**src/rtl/wb_b3_burst_master.sv**
```systemverilog
// Wishbone B3 burst master: single/linear/wrap4/8/16 read and write commands
// from a local engine become registered-feedback bus cycles. Write beats are
// pulled through a one-entry data register; read beats are pushed out with
// no backpressure.
// Optional feature: define WB_B3_MASTER_TIMEOUT_EN to build the strobe
// watchdog (abort after TIMEOUT unanswered strobe cycles).
module wb_b3_burst_master #(
    parameter int aw      = 32,
    parameter int dw      = 32,
    parameter int TIMEOUT = 255
) (
    input  logic          wb_clk_i,
    input  logic          wb_rst_n_i,
    input  logic          cmd_valid_i,
    output logic          cmd_ready_o,
    input  logic          cmd_we_i,
    input  logic [aw-1:0] cmd_adr_i,
    input  logic [3:0]    cmd_len_m1_i,
    input  logic [1:0]    cmd_bte_i,
    input  logic [dw-1:0] wdata_i,
    input  logic          wdata_valid_i,
    output logic          wdata_ready_o,
    output logic [dw-1:0] rdata_o,
    output logic          rdata_valid_o,
    output logic          done_o,
    output logic          done_err_o,
    output logic          done_timeout_o,
    output logic [4:0]    beats_done_o,
    output logic [aw-1:0] wb_adr_o,
    output logic [dw-1:0] wb_dat_o,
    output logic [3:0]    wb_sel_o,
    output logic          wb_we_o,
    output logic          wb_cyc_o,
    output logic          wb_stb_o,
    output logic [2:0]    wb_cti_o,
    output logic [1:0]    wb_bte_o,
    input  logic [dw-1:0] wb_dat_i,
    input  logic          wb_ack_i,
    input  logic          wb_err_i,
    input  logic          wb_rty_i
);
    typedef enum logic {S_IDLE, S_XFER} state_e;
    localparam int WW = aw - 2;

    state_e        state_q;
    logic          we_q;
    logic [1:0]    bte_q;
    logic [3:0]    cnt_q;
    logic [WW-1:0] wadr_q;
    logic [4:0]    acks_q;
    logic [4:0]    wrem_q;
    logic          wfull_q;
    logic [dw-1:0] wdat_q;
    logic          cyc_q;
    logic [2:0]    cti_q;
    logic [dw-1:0] rdata_q;
    logic          rvld_q;
    logic          done_q;
    logic          done_err_q;
    logic          done_to_q;
    logic [4:0]    beats_q;

    logic          accept;
    logic          stb;
    logic          ack;
    logic          ack_ok;
    logic          abort_bus;
    logic          timeout_hit;
    logic          wload;
    logic          last;
    logic [WW-1:0] wrap_mask;
    logic [WW-1:0] wadr_inc;
    logic [WW-1:0] wadr_nxt;

    assign cmd_ready_o = (state_q == S_IDLE);
    assign accept      = cmd_valid_i && cmd_ready_o;
    // writes only strobe once the beat's data is sitting in the register
    assign stb         = cyc_q && (!we_q || wfull_q);
    assign ack         = stb && wb_ack_i;
    assign abort_bus   = stb && (wb_err_i || wb_rty_i);
    assign ack_ok      = ack && !abort_bus;
    assign last        = (cnt_q == 4'd0);
    // the first write beat may load during the accept cycle so the strobe can
    // rise together with cyc; later beats refill as the current one is acked,
    // and no more beats are pulled than the command needs
    assign wdata_ready_o = (accept && cmd_we_i) ||
                           ((state_q == S_XFER) && we_q && (wrem_q != 5'd0) &&
                            (!wfull_q || ack_ok));
    assign wload = wdata_valid_i && wdata_ready_o;

`ifdef WB_B3_MASTER_TIMEOUT_EN
    localparam int WDW = ($clog2(TIMEOUT + 1) < 8) ? 8 : $clog2(TIMEOUT + 1);
    logic [WDW-1:0] wd_q;

    // abort in the cycle that would be the TIMEOUT-th unanswered strobe cycle
    assign timeout_hit = stb && !wb_ack_i && !wb_err_i && !wb_rty_i &&
                         (wd_q == WDW'(TIMEOUT - 1));

    // watchdog: counts strobe cycles without any slave response
    always_ff @(posedge wb_clk_i or negedge wb_rst_n_i) begin
        if (!wb_rst_n_i) begin
            wd_q <= '0;
        end else if (!cyc_q || ack) begin
            wd_q <= '0;
        end else if (stb && !wb_err_i && !wb_rty_i) begin
            wd_q <= wd_q + WDW'(1);
        end
    end
`else
    logic unused_timeout;
    assign unused_timeout = (TIMEOUT != 0);
    assign timeout_hit    = 1'b0;
`endif

    // next word address: wrap modes only advance the low bits inside the block
    always_comb begin
        case (bte_q)
            2'b01:   wrap_mask = WW'(3);
            2'b10:   wrap_mask = WW'(7);
            2'b11:   wrap_mask = WW'(15);
            default: wrap_mask = '1;
        endcase
        wadr_inc = wadr_q + WW'(1);
        wadr_nxt = (wadr_q & ~wrap_mask) | (wadr_inc & wrap_mask);
    end

    // command FSM: bus control, beat accounting, read return and completion
    always_ff @(posedge wb_clk_i or negedge wb_rst_n_i) begin
        if (!wb_rst_n_i) begin
            state_q    <= S_IDLE;
            we_q       <= 1'b0;
            bte_q      <= 2'b00;
            cnt_q      <= 4'd0;
            wadr_q     <= '0;
            acks_q     <= 5'd0;
            cyc_q      <= 1'b0;
            cti_q      <= 3'b000;
            rdata_q    <= '0;
            rvld_q     <= 1'b0;
            done_q     <= 1'b0;
            done_err_q <= 1'b0;
            done_to_q  <= 1'b0;
            beats_q    <= 5'd0;
        end else begin
            rvld_q     <= 1'b0;
            done_q     <= 1'b0;
            done_err_q <= 1'b0;
            done_to_q  <= 1'b0;
            case (state_q)
                S_IDLE: begin
                    if (accept) begin
                        state_q <= S_XFER;
                        we_q    <= cmd_we_i;
                        bte_q   <= cmd_bte_i;
                        cnt_q   <= cmd_len_m1_i;
                        wadr_q  <= cmd_adr_i[aw-1:2];
                        acks_q  <= 5'd0;
                        cyc_q   <= 1'b1;
                        cti_q   <= (cmd_len_m1_i == 4'd0) ? 3'b000 : 3'b010;
                    end
                end
                default: begin
                    // err/rty/timeout wins over a simultaneous ack
                    if (abort_bus || timeout_hit) begin
                        state_q    <= S_IDLE;
                        cyc_q      <= 1'b0;
                        done_q     <= 1'b1;
                        done_err_q <= 1'b1;
                        done_to_q  <= timeout_hit;
                        beats_q    <= acks_q;
                    end else if (ack) begin
                        if (!we_q) begin
                            rdata_q <= wb_dat_i;
                            rvld_q  <= 1'b1;
                        end
                        if (last) begin
                            state_q <= S_IDLE;
                            cyc_q   <= 1'b0;
                            done_q  <= 1'b1;
                            beats_q <= acks_q + 5'd1;
                        end else begin
                            cnt_q  <= cnt_q - 4'd1;
                            wadr_q <= wadr_nxt;
                            acks_q <= acks_q + 5'd1;
                            cti_q  <= (cnt_q == 4'd1) ? 3'b111 : 3'b010;
                        end
                    end
                end
            endcase
        end
    end

    // write data register: one beat held until acked, refilled on the same edge
    always_ff @(posedge wb_clk_i or negedge wb_rst_n_i) begin
        if (!wb_rst_n_i) begin
            wfull_q <= 1'b0;
            wdat_q  <= '0;
            wrem_q  <= 5'd0;
        end else begin
            if (accept) begin
                wrem_q <= cmd_we_i ? ({1'b0, cmd_len_m1_i} + 5'd1 - {4'd0, wload}) : 5'd0;
            end else if (wload) begin
                wrem_q <= wrem_q - 5'd1;
            end
            if (wload) begin
                wdat_q  <= wdata_i;
                wfull_q <= 1'b1;
            end else if (ack || abort_bus || timeout_hit) begin
                wfull_q <= 1'b0;
            end
        end
    end

    assign wb_adr_o       = {wadr_q, 2'b00};
    assign wb_dat_o       = wdat_q;
    assign wb_sel_o       = 4'hf;
    assign wb_we_o        = we_q;
    assign wb_cyc_o       = cyc_q;
    assign wb_stb_o       = stb;
    assign wb_cti_o       = cti_q;
    assign wb_bte_o       = bte_q;
    assign rdata_o        = rdata_q;
    assign rdata_valid_o  = rvld_q;
    assign done_o         = done_q;
    assign done_err_o     = done_err_q;
    assign done_timeout_o = done_to_q;
    assign beats_done_o   = beats_q;
endmodule

```
**config.mk**
```make
export PLATFORM = sky130hd
export DESIGN_NAME = wb_b3_burst_master
export DESIGN_NICKNAME = d
export VERILOG_FILES = /design/src/rtl/wb_b3_burst_master.sv
export SDC_FILE = /design/constraint.sdc
export NUM_CORES = 1
export LEC_CHECK = 0
export BUFFER_PORTS_ARGS = -buffer_cell sky130_fd_sc_hd__buf_2
export CAP_MARGIN = 20
export CELL_PAD_IN_SITES_DETAIL_PLACEMENT = 2
export CELL_PAD_IN_SITES_GLOBAL_PLACEMENT = 2
export CORE_MARGIN = 2
export CORE_UTILIZATION = 30
export DETAILED_ROUTE_END_ITERATION = 7
export PLACE_DENSITY = 0.8
export SLEW_MARGIN = 20
export SYNTH_ARGS = -nofsm -noshare
export SYNTH_HDL_FRONTEND = slang
export SYNTH_SLANG_ARGS = --single-unit
```
**constraint.sdc**
```tcl
create_clock -name wb_clk_i -period 2.53 [get_ports wb_clk_i]
set_input_delay 0.506 -clock wb_clk_i [delete_from_list [all_inputs] [get_ports wb_clk_i]]
set_output_delay 0.506 -clock wb_clk_i [all_outputs]
set_load 0.01 [all_outputs]
```
# Yosys cells after proc, flatten, opt, wreduce, memory -nomap -nowiden
# Cells that the tools add are included.
[totals]
regBits = 125
in_bits = 110
elab_cells = 120
[classes]
n_addsub = 6
eq_ne = 9
n_mux = 51
n_bitwise = 7
reduce_logical = 31
[op_table]
columns = ["operator", "n"]
rows = [
  ["two-way mux 30 bit", 5],
  ["case mux 30 bit (3 select lines)", 1],
  ["bitwise AND 30 bit", 2],
  ["two-way mux 5 bit", 11],
  ["adder 30 x 1 -> 30 bit, second input constant", 1],
  ["inverter 30 bit", 1],
  ["bitwise OR 30 bit", 1],
  ["two-way mux 1 bit", 22],
  ["two-way mux 4 bit", 5],
  ["two-way mux 3 bit", 6],
  ["logical AND 1 bit", 10],
  ["nonzero test 2 bit", 5],
  ["logical NOT 4 bit", 2],
  ["AND reduction 4 bit", 2],
  ["!= test 3 x 1 -> 1 bit, second input constant", 2],
  ["AND reduction 3 bit", 2],
  ["adder 4 x 1 -> 5 bit, second input constant", 1],
  ["adder 5 x 1 -> 5 bit, second input constant", 1],
  ["logical OR 1 bit", 5],
  ["nonzero test 5 bit", 1],
  ["subtractor 5 x 1 -> 5 bit", 1],
  ["subtractor 5 x 1 -> 5 bit, second input constant", 1],
  ["equality test 2 bit, second input constant", 2],
  ["equality test 4 x 1 -> 1 bit, second input constant", 1],
  ["other kinds (8)", 13],
]

# Logic depth before layout (Yosys ltp)
# Gate-level depths: netlist of run 1.
[depth]
word_depth = 13
depth_mapped = 13

# Worst setup path before layout of run 1
# OpenSTA, ideal clock, no wires.
[synth_path]
kind = "input to register"
start = "input port cmd_valid_i"
end = "register wrem_q[2]"
arrival_ns = 2.371
setup_slack_ns = 0.076
stages = 13
path_buffers = 4
path_cell_list = "buf_6 nor2b_4 buf_6 and2_1 buf_6 o21ai_4 buf_6 ha_1 ha_1 inv_1 ha_1 nand3b_1 o21ai_0"
[synth_via]
elab_chain_cells = 7
[synth_rtl]
columns = ["element", "line", "source"]
rows = [
  ["from (decl)", "14", "input logic cmd_valid_i,"],
  ["logical AND 1 bit (*)", "76", "assign accept = cmd_valid_i && cmd_ready_o;"],
  ["logical AND 1 bit", "86", "assign wdata_ready_o = (accept && cmd_we_i) ||"],
  ["logical OR 1 bit", "86", ""],
  ["logical AND 1 bit", "89", "assign wload = wdata_valid_i && wdata_ready_o;"],
  ["subtractor 5 x 1 -> 5 bit", "201", "wrem_q <= cmd_we_i ? ({1'b0, cmd_len_m1_i} + 5'd1 - {4'd0, wload}) : 5'd0;"],
  ["two-way mux 5 bit", "201", ""],
  ["two-way mux 5 bit", "200", "if (accept) begin"],
  ["to (signal assigned)", "201", ""],
  ["to (signal assigned)", "203", "wrem_q <= wrem_q - 5'd1;"],
  ["to (decl)", "51", "logic [4:0] wrem_q;"],
]
# Every way passes the cells marked *; elsewhere a longest branch is shown, timed or not.
# A chain may end at the register's enable or synchronous reset.

# Worst setup path in the final report of run 1
[layout_path]
start = "register wrem_q[0]"
end = "output port wdata_ready_o"
[layout_via]
elab_chain_cells = 4
[layout_rtl]
columns = ["element", "line", "source"]
rows = [
  ["nonzero test 5 bit", "87", "((state_q == S_XFER) && we_q && (wrem_q != 5'd0) &&"],
  ["logical AND 1 bit (2 in series)", "87", ""],
  ["logical OR 1 bit", "86", ""],
  ["to (decl)", "22", "output logic wdata_ready_o,"],
]
# No other way between the ends.

==> impl_metrics.env, run 1 <==
export IMPL_drc=0
export IMPL_synthArstFlopShare_pct=100
export IMPL_grt_max_degree=47
export IMPL_yosysMostFrequentCell="dfrtp_1"
export IMPL_yosys_area_share_simple_pct=16.7
export IMPL_drtPass1Iterations=4
export IMPL_drive_gt1_share_pct=44.1
export IMPL_setup_tns_ps=0
export IMPL_setup_slack_ps=153
export IMPL_insertion_delay_ps=420
export IMPL_numClockSinks=124
export IMPL_placed_cell_area_mm2=0.00781
export IMPL_via_per_inst=5.09
export IMPL_setup_violations=0
export IMPL_synth_top_cell_by_area="dfrtp_1"
export IMPL_final_cell_area_mm2=0.00843
export IMPL_cts_buffers=17
export IMPL_max_freq_mhz=421
export IMPL_power_leakage_nw=3.94
export IMPL_htreeDepth=4
export IMPL_clk_path_buf_depth=2
export IMPL_portBuffers=219
export IMPL_irDropWorstVdd_uv=532
export IMPL_wl_mm=21.6
export IMPL_synthMuxAreaShare_pct=13.0
export IMPL_grt_usage_pct=19.7
export IMPL_path_max_fanout=4
export IMPL_regArea_mm2=0.00310
export IMPL_tritoncts="built"
export IMPL_cp_start_kind="flop"
export IMPL_report_final_slew_viol_count=0
export IMPL_synth_area_per_cell_um2=10.8
export IMPL_first_iter_violations=225
export IMPL_netlist_cell_type_count=69
export IMPL_synth_xor_area_share_pct=1.38
export IMPL_multi_input_area_mm2=0.00298
export IMPL_die_w_um=149
export IMPL_post_route_min_period_ps=2380
export IMPL_io_pins=229
export IMPL_rsz0062_at_grt="no"
export IMPL_antenna_found_initial=2
export IMPL_fin_nets=947
export IMPL_die_y_um=149
export IMPL_grt_pass1_vias=6204
export IMPL_slew_headroom_pct=60.5
export IMPL_yosys_register_bits=124
export IMPL_drv_cap=0
export IMPL_clockRootBuffer="clkbuf_16"
export IMPL_run_status="complete, no violations"
export IMPL_hold_buffers=0
export IMPL_cp_end_kind="output pin"
export IMPL_utilization_pct=40.4
export IMPL_min_path_type="in2async"
export IMPL_syn_area_mm2=0.00635
export IMPL_crit_required_ps=2020
export IMPL_worst_pin_slew_ps=587
export IMPL_grt_first_pass_wirelength_mm=34.4
export IMPL_synthAdderAreaFrac_pct=2.96
export IMPL_fp_row_count=53
export IMPL_p_per_area_mw_per_mm2=1240
export IMPL_critPathArrivalTime_ps=1870
export IMPL_fillers=2323
export IMPL_yosysWarnings=0
export IMPL_synth_flop_cell="dfrtp_1"
export IMPL_synth_top_family_by_area="simple AND/OR/NAND/NOR gates"
export IMPL_die_area_mm2=0.0223
export IMPL_post_drt_wl_per_cell_um=19.4
export IMPL_cts_reportedPaths_clkPinSlew_ps=70
export IMPL_hpwl_mm=16.1
export IMPL_worst_setup_path_type="reg2out"
export IMPL_synth_edf_count=0
export IMPL_synth_top_area_share_pct=48.9
export IMPL_overflow=0
export IMPL_synth_common_cells="124 x dfrtp_1, 66 x mux2_2, 49 x nand2_1"
export IMPL_start_util_pct=30.4
export IMPL_synth_compound_area_share_pct=12.4
export IMPL_synth_area_leaders="dfrtp_1 49%, mux2_2 12%, ha_1 3.0%"
export IMPL_syn2layout_area_growth_pct=32.8
export IMPL_seq_area_frac_synth_pct=48.9
export IMPL_core_area_mm2=0.0209
export IMPL_skew_ps=11.1
export IMPL_ant_nets=0
export IMPL_synthCells=589
export IMPL_fin_crit_sh_pct=93.9
export IMPL_hold_viol=0
export IMPL_place_ws_ps=161
export IMPL_vias=5650
export IMPL_place_congestion=0.800
==> repair_timing <==
item,4_1_cts,5_1_grt
gates cloned,0,0
setup endpoints to repair,1,4
pin swaps,0,1
setup buffers,0,1
gates resized for setup,1,4
==> critical path, stage by stage, from the launching register on <==
cell and delay (ps):
dfrtp_1 390, inv_2 80, ha_1 170, nor2b_4 160
a221oi_4 70, buf_4 170, or2_2 260, buf_2 150
==> power by group <==
part | leakage (nW) | total [mW] | internal [mW] | switching, mW
Combinational | 2.14 | 4.23 | 1.92 | 2.31
Sequential | 1.51 | 3.68 | 2.89 | 0.797
Clock | 0.292 | 2.50 | 1.41 | 1.09
Total | 3.94 | 10.4 | 6.22 | 4.20
==> layer usage <==
layer  track usage (%)  share of wire [%]
met1              24.2                 41
met2              34.1                 51
met3              5.34                6.5
met4              5.48                1.1
met5                 0              0.065
==> stage by stage <==
step                      power, mW  hold WS (ps)  std cells
after floorplan                6.09           210        594
after global placement         7.72           468       1077
after detailed placement       7.95           485       1077
after CTS                      10.5          73.9       1109
after global routing           11.2          93.2       1110
final                          10.4          71.5       1111
==> placed cells by master, fill, tap and decap left out, drive strengths merged, types with 6 or more instances in the layout <==
cell type and n:
conb 7, o22ai 10, a21oi 26, nor2b 6
nor4 13, buf 246, dfrtp 124, nand2 49
mux2 69, o21ai 38, and4 6, and3 7
nor2 30, clkbuf 17, xnor2 6, nor3 13
or3 6, or2 6, inv 24, nand4 8
ha 15, nand3 32
==> kinds of logic (layout without fill, tap and decap cells) <==
logic type               count (synthesis)  in the layout
multiplexers                            74             74
AO/OA/AOI/OAI                          119            119
other                                    2              8
AND/OR/NAND/NOR                        193            193
adder cells (fa/ha/maj)                 15             15
XOR/XNOR                                10             10
buffers and inverters                   52            293
flip-flops                             124            124
==> path summary, 6_finish.rpt <==
| kind | slack, ps | to | start | depth (start not counted) |
|---|---|---|---|---|
| max reg2reg | 250 | wrem_q[4] | wrem_q[1] | 11 |
| min | 70 | asynchronous set/reset pin | wb_rst_n_i | 1 |
| min in group wb_clk_i | 290 | wb_bte_o[1] | cmd_bte_i[1] | 3 |
| min reg2reg | 490 | wb_dat_o[17] | wb_dat_o[17] | 1 |
| max | 150 | wdata_ready_o | wrem_q[0] | 7 |
| max in group asynchronous | 1810 | rdata_o[24] | wb_rst_n_i | 2 |
==> cell type report <==
cell class                      count  share of cell area (%)
Sequential cell                   124                    36.8
Multi-Input combinational cell    418                    35.4
Timing Repair Buffer              246                    15.9
Clock buffer                       17                    5.05
Tap cell                          275                    4.08
Clock inverter                     15                    2.03
Inverter                           15                   0.668
Antenna cell                        1                  0.0297
(Power assumes the default switching activity.)
==> inputs of run 2 (changes only) <==
--- a/config.mk
+++ b/config.mk
@@ -10,9 +10,10 @@
 export CELL_PAD_IN_SITES_DETAIL_PLACEMENT = 2
 export CELL_PAD_IN_SITES_GLOBAL_PLACEMENT = 2
 export CORE_MARGIN = 2
-export CORE_UTILIZATION = 30
+export CORE_UTILIZATION = 31
+export CTS_BUF_LIST = sky130_fd_sc_hd__clkbuf_8
 export DETAILED_ROUTE_END_ITERATION = 7
-export PLACE_DENSITY = 0.8
+export PLACE_DENSITY = 0.85
 export SLEW_MARGIN = 20
 export SYNTH_ARGS = -nofsm -noshare
 export SYNTH_HDL_FRONTEND = slang
==> impl_metrics.env, run 2 (synthesized netlist as in run 1, its figures left out) <==
export IMPL_die_area_mm2=0.0216
export IMPL_critPathArrivalTime_ps=2730
export IMPL_die_w_um=147
export IMPL_skew_ps=9.58
export IMPL_place_congestion=0.799
export IMPL_insertion_delay_ps=460
export IMPL_numClockSinks=124
export IMPL_grt_max_degree=74
export IMPL_grt_usage_pct=21.4
export IMPL_report_final_slew_viol_count=0
export IMPL_p_per_area_mw_per_mm2=1200
export IMPL_core_area_mm2=0.0202
export IMPL_start_util_pct=31.5
export IMPL_die_y_um=147
export IMPL_drive_gt1_share_pct=43.6
export IMPL_io_pins=229
export IMPL_worst_pin_slew_ps=541
export IMPL_fin_nets=947
export IMPL_cp_start_kind="flop"
export IMPL_fp_row_count=52
export IMPL_htreeDepth=4
export IMPL_crit_required_ps=2850
export IMPL_mostFrequentLayoutCell="buf_2"
export IMPL_setup_violations=0
export IMPL_hpwl_mm=16.7
export IMPL_run_status="complete, no violations"
export IMPL_cts_reportedPaths_clkPinSlew_ps=80
export IMPL_final_cell_area_mm2=0.00824
export IMPL_via_per_inst=5.14
export IMPL_first_iter_violations=205
export IMPL_path_max_fanout=3
export IMPL_rsz0062_at_grt="no"
export IMPL_syn2layout_area_growth_pct=29.8
export IMPL_ant_nets=0
export IMPL_power_leakage_nw=3.85
export IMPL_drc=0
export IMPL_vias=5695
export IMPL_slew_headroom_pct=63.6
export IMPL_hold_viol=0
export IMPL_setup_tns_ps=0
export IMPL_irDropWorstVdd_uv=431
export IMPL_drtPass1Iterations=4
export IMPL_min_path_type="in2async"
export IMPL_setup_slack_ps=120
export IMPL_cts_buffers=17
export IMPL_overflow=0
export IMPL_dp_cells=1071
export IMPL_portBuffers=219
export IMPL_layout_common_cells="218 x buf_2, 124 x dfrtp_1, 66 x mux2_2"
export IMPL_wl_mm=22.6
export IMPL_placed_cell_area_mm2=0.00780
export IMPL_hold_ws_ps=32.8
export IMPL_post_drt_wl_per_cell_um=20.4
export IMPL_max_freq_mhz=415
export IMPL_antenna_found_initial=2
export IMPL_grt_pass1_vias=6451
export IMPL_worst_setup_path_type="reg2reg"
export IMPL_drv_cap=0
export IMPL_tritoncts="built"
export IMPL_stdcell_count=1108
export IMPL_clk_path_buf_depth=2
export IMPL_grt_first_pass_wirelength_mm=36.0
export IMPL_clockRootBuffer="clkbuf_8"
export IMPL_utilization_pct=40.8
export IMPL_fin_crit_sh_pct=95.3
export IMPL_totalPowerFinal_mw=9.90
export IMPL_place_ws_ps=95.5
export IMPL_post_route_min_period_ps=2410
export IMPL_cp_end_kind="flop"
## run 2: changes by cell type in the layout (fill, tap and decap cells not counted), moves of 2 or more
cell        previous run  this run
diode_2                1         3
inv_2                  2         0
clkbuf_8               0        18
inv_8                  5         0
inv_1                 12        16
clkinvlp_4             1         3
clkbuf_16             17         0
bufinv_16              1         3
## run 2: final timing paths
kind | startpoint | endpoint | slack (ps) | cells after the start
setup / recovery | wrem_q[0] | wrem_q[4] | 120 | 11
hold / removal | wb_rst_n_i | wb_dat_o[0] | 30 | 2
setup reg to reg | wrem_q[0] | wrem_q[4] | 120 | 11
hold reg to reg | wb_dat_o[17] | wb_dat_o[17] | 500 | 1
max in group asynchronous | wb_rst_n_i | beats_done_o[0] | 2070 | 2
min in group wb_clk_i | wb_dat_i[17] | rdata_o[17] | 280 | 2
## run 2: layout make-up
type                       instances  area, um^2
tap                              270         338
multi-input combinational        418        2980
antenna                            3        7.51
clock buffer                      18         248
sequential                       124        3100
fill                            2226       11900
clock inverter                    14         169
timing repair buffer             246        1340
inverter                          15        56.3
## run 2: critical path, stage by stage, from the launching register on
cell and delay [ps]:
dfrtp_1 350, inv_1 80, ha_1 230, nor2b_2 170, a221oi_4 280, buf_4 180
o21ai_4 50, ha_1 190, ha_1 200, a211oi_1 280, xnor2_1 170, o22ai_1 100
## run 2: power by group
part           switching, mW  leakage, nW  internal [mW]
clock                  0.894        0.209           1.00
sequential             0.825         1.51           2.88
combinational           2.39         2.14           1.90
total                   4.11         3.85           5.79
## run 2: what timing repair did
| item | in CTS | in global routing |
|---|---|---|
| resized for setup | 0 | 1 |
| hold endpoints to repair | 0 | 0 |
| endpoints found under the setup margin | 0 | 1 |
| buffers inserted | 0 | 2 |
| hold buffers | 0 | 0 |
## run 2: layer usage
metal	wire length, um	vias up	share of wire, %	GRT usage (%)
met5	0	-	0	0
met4	718	0	3.2	9.71
li1	-	2603	-	-
met2	11800	140	52	37.4
met3	766	54	3.4	3.88
met1	9330	2898	41	25.6
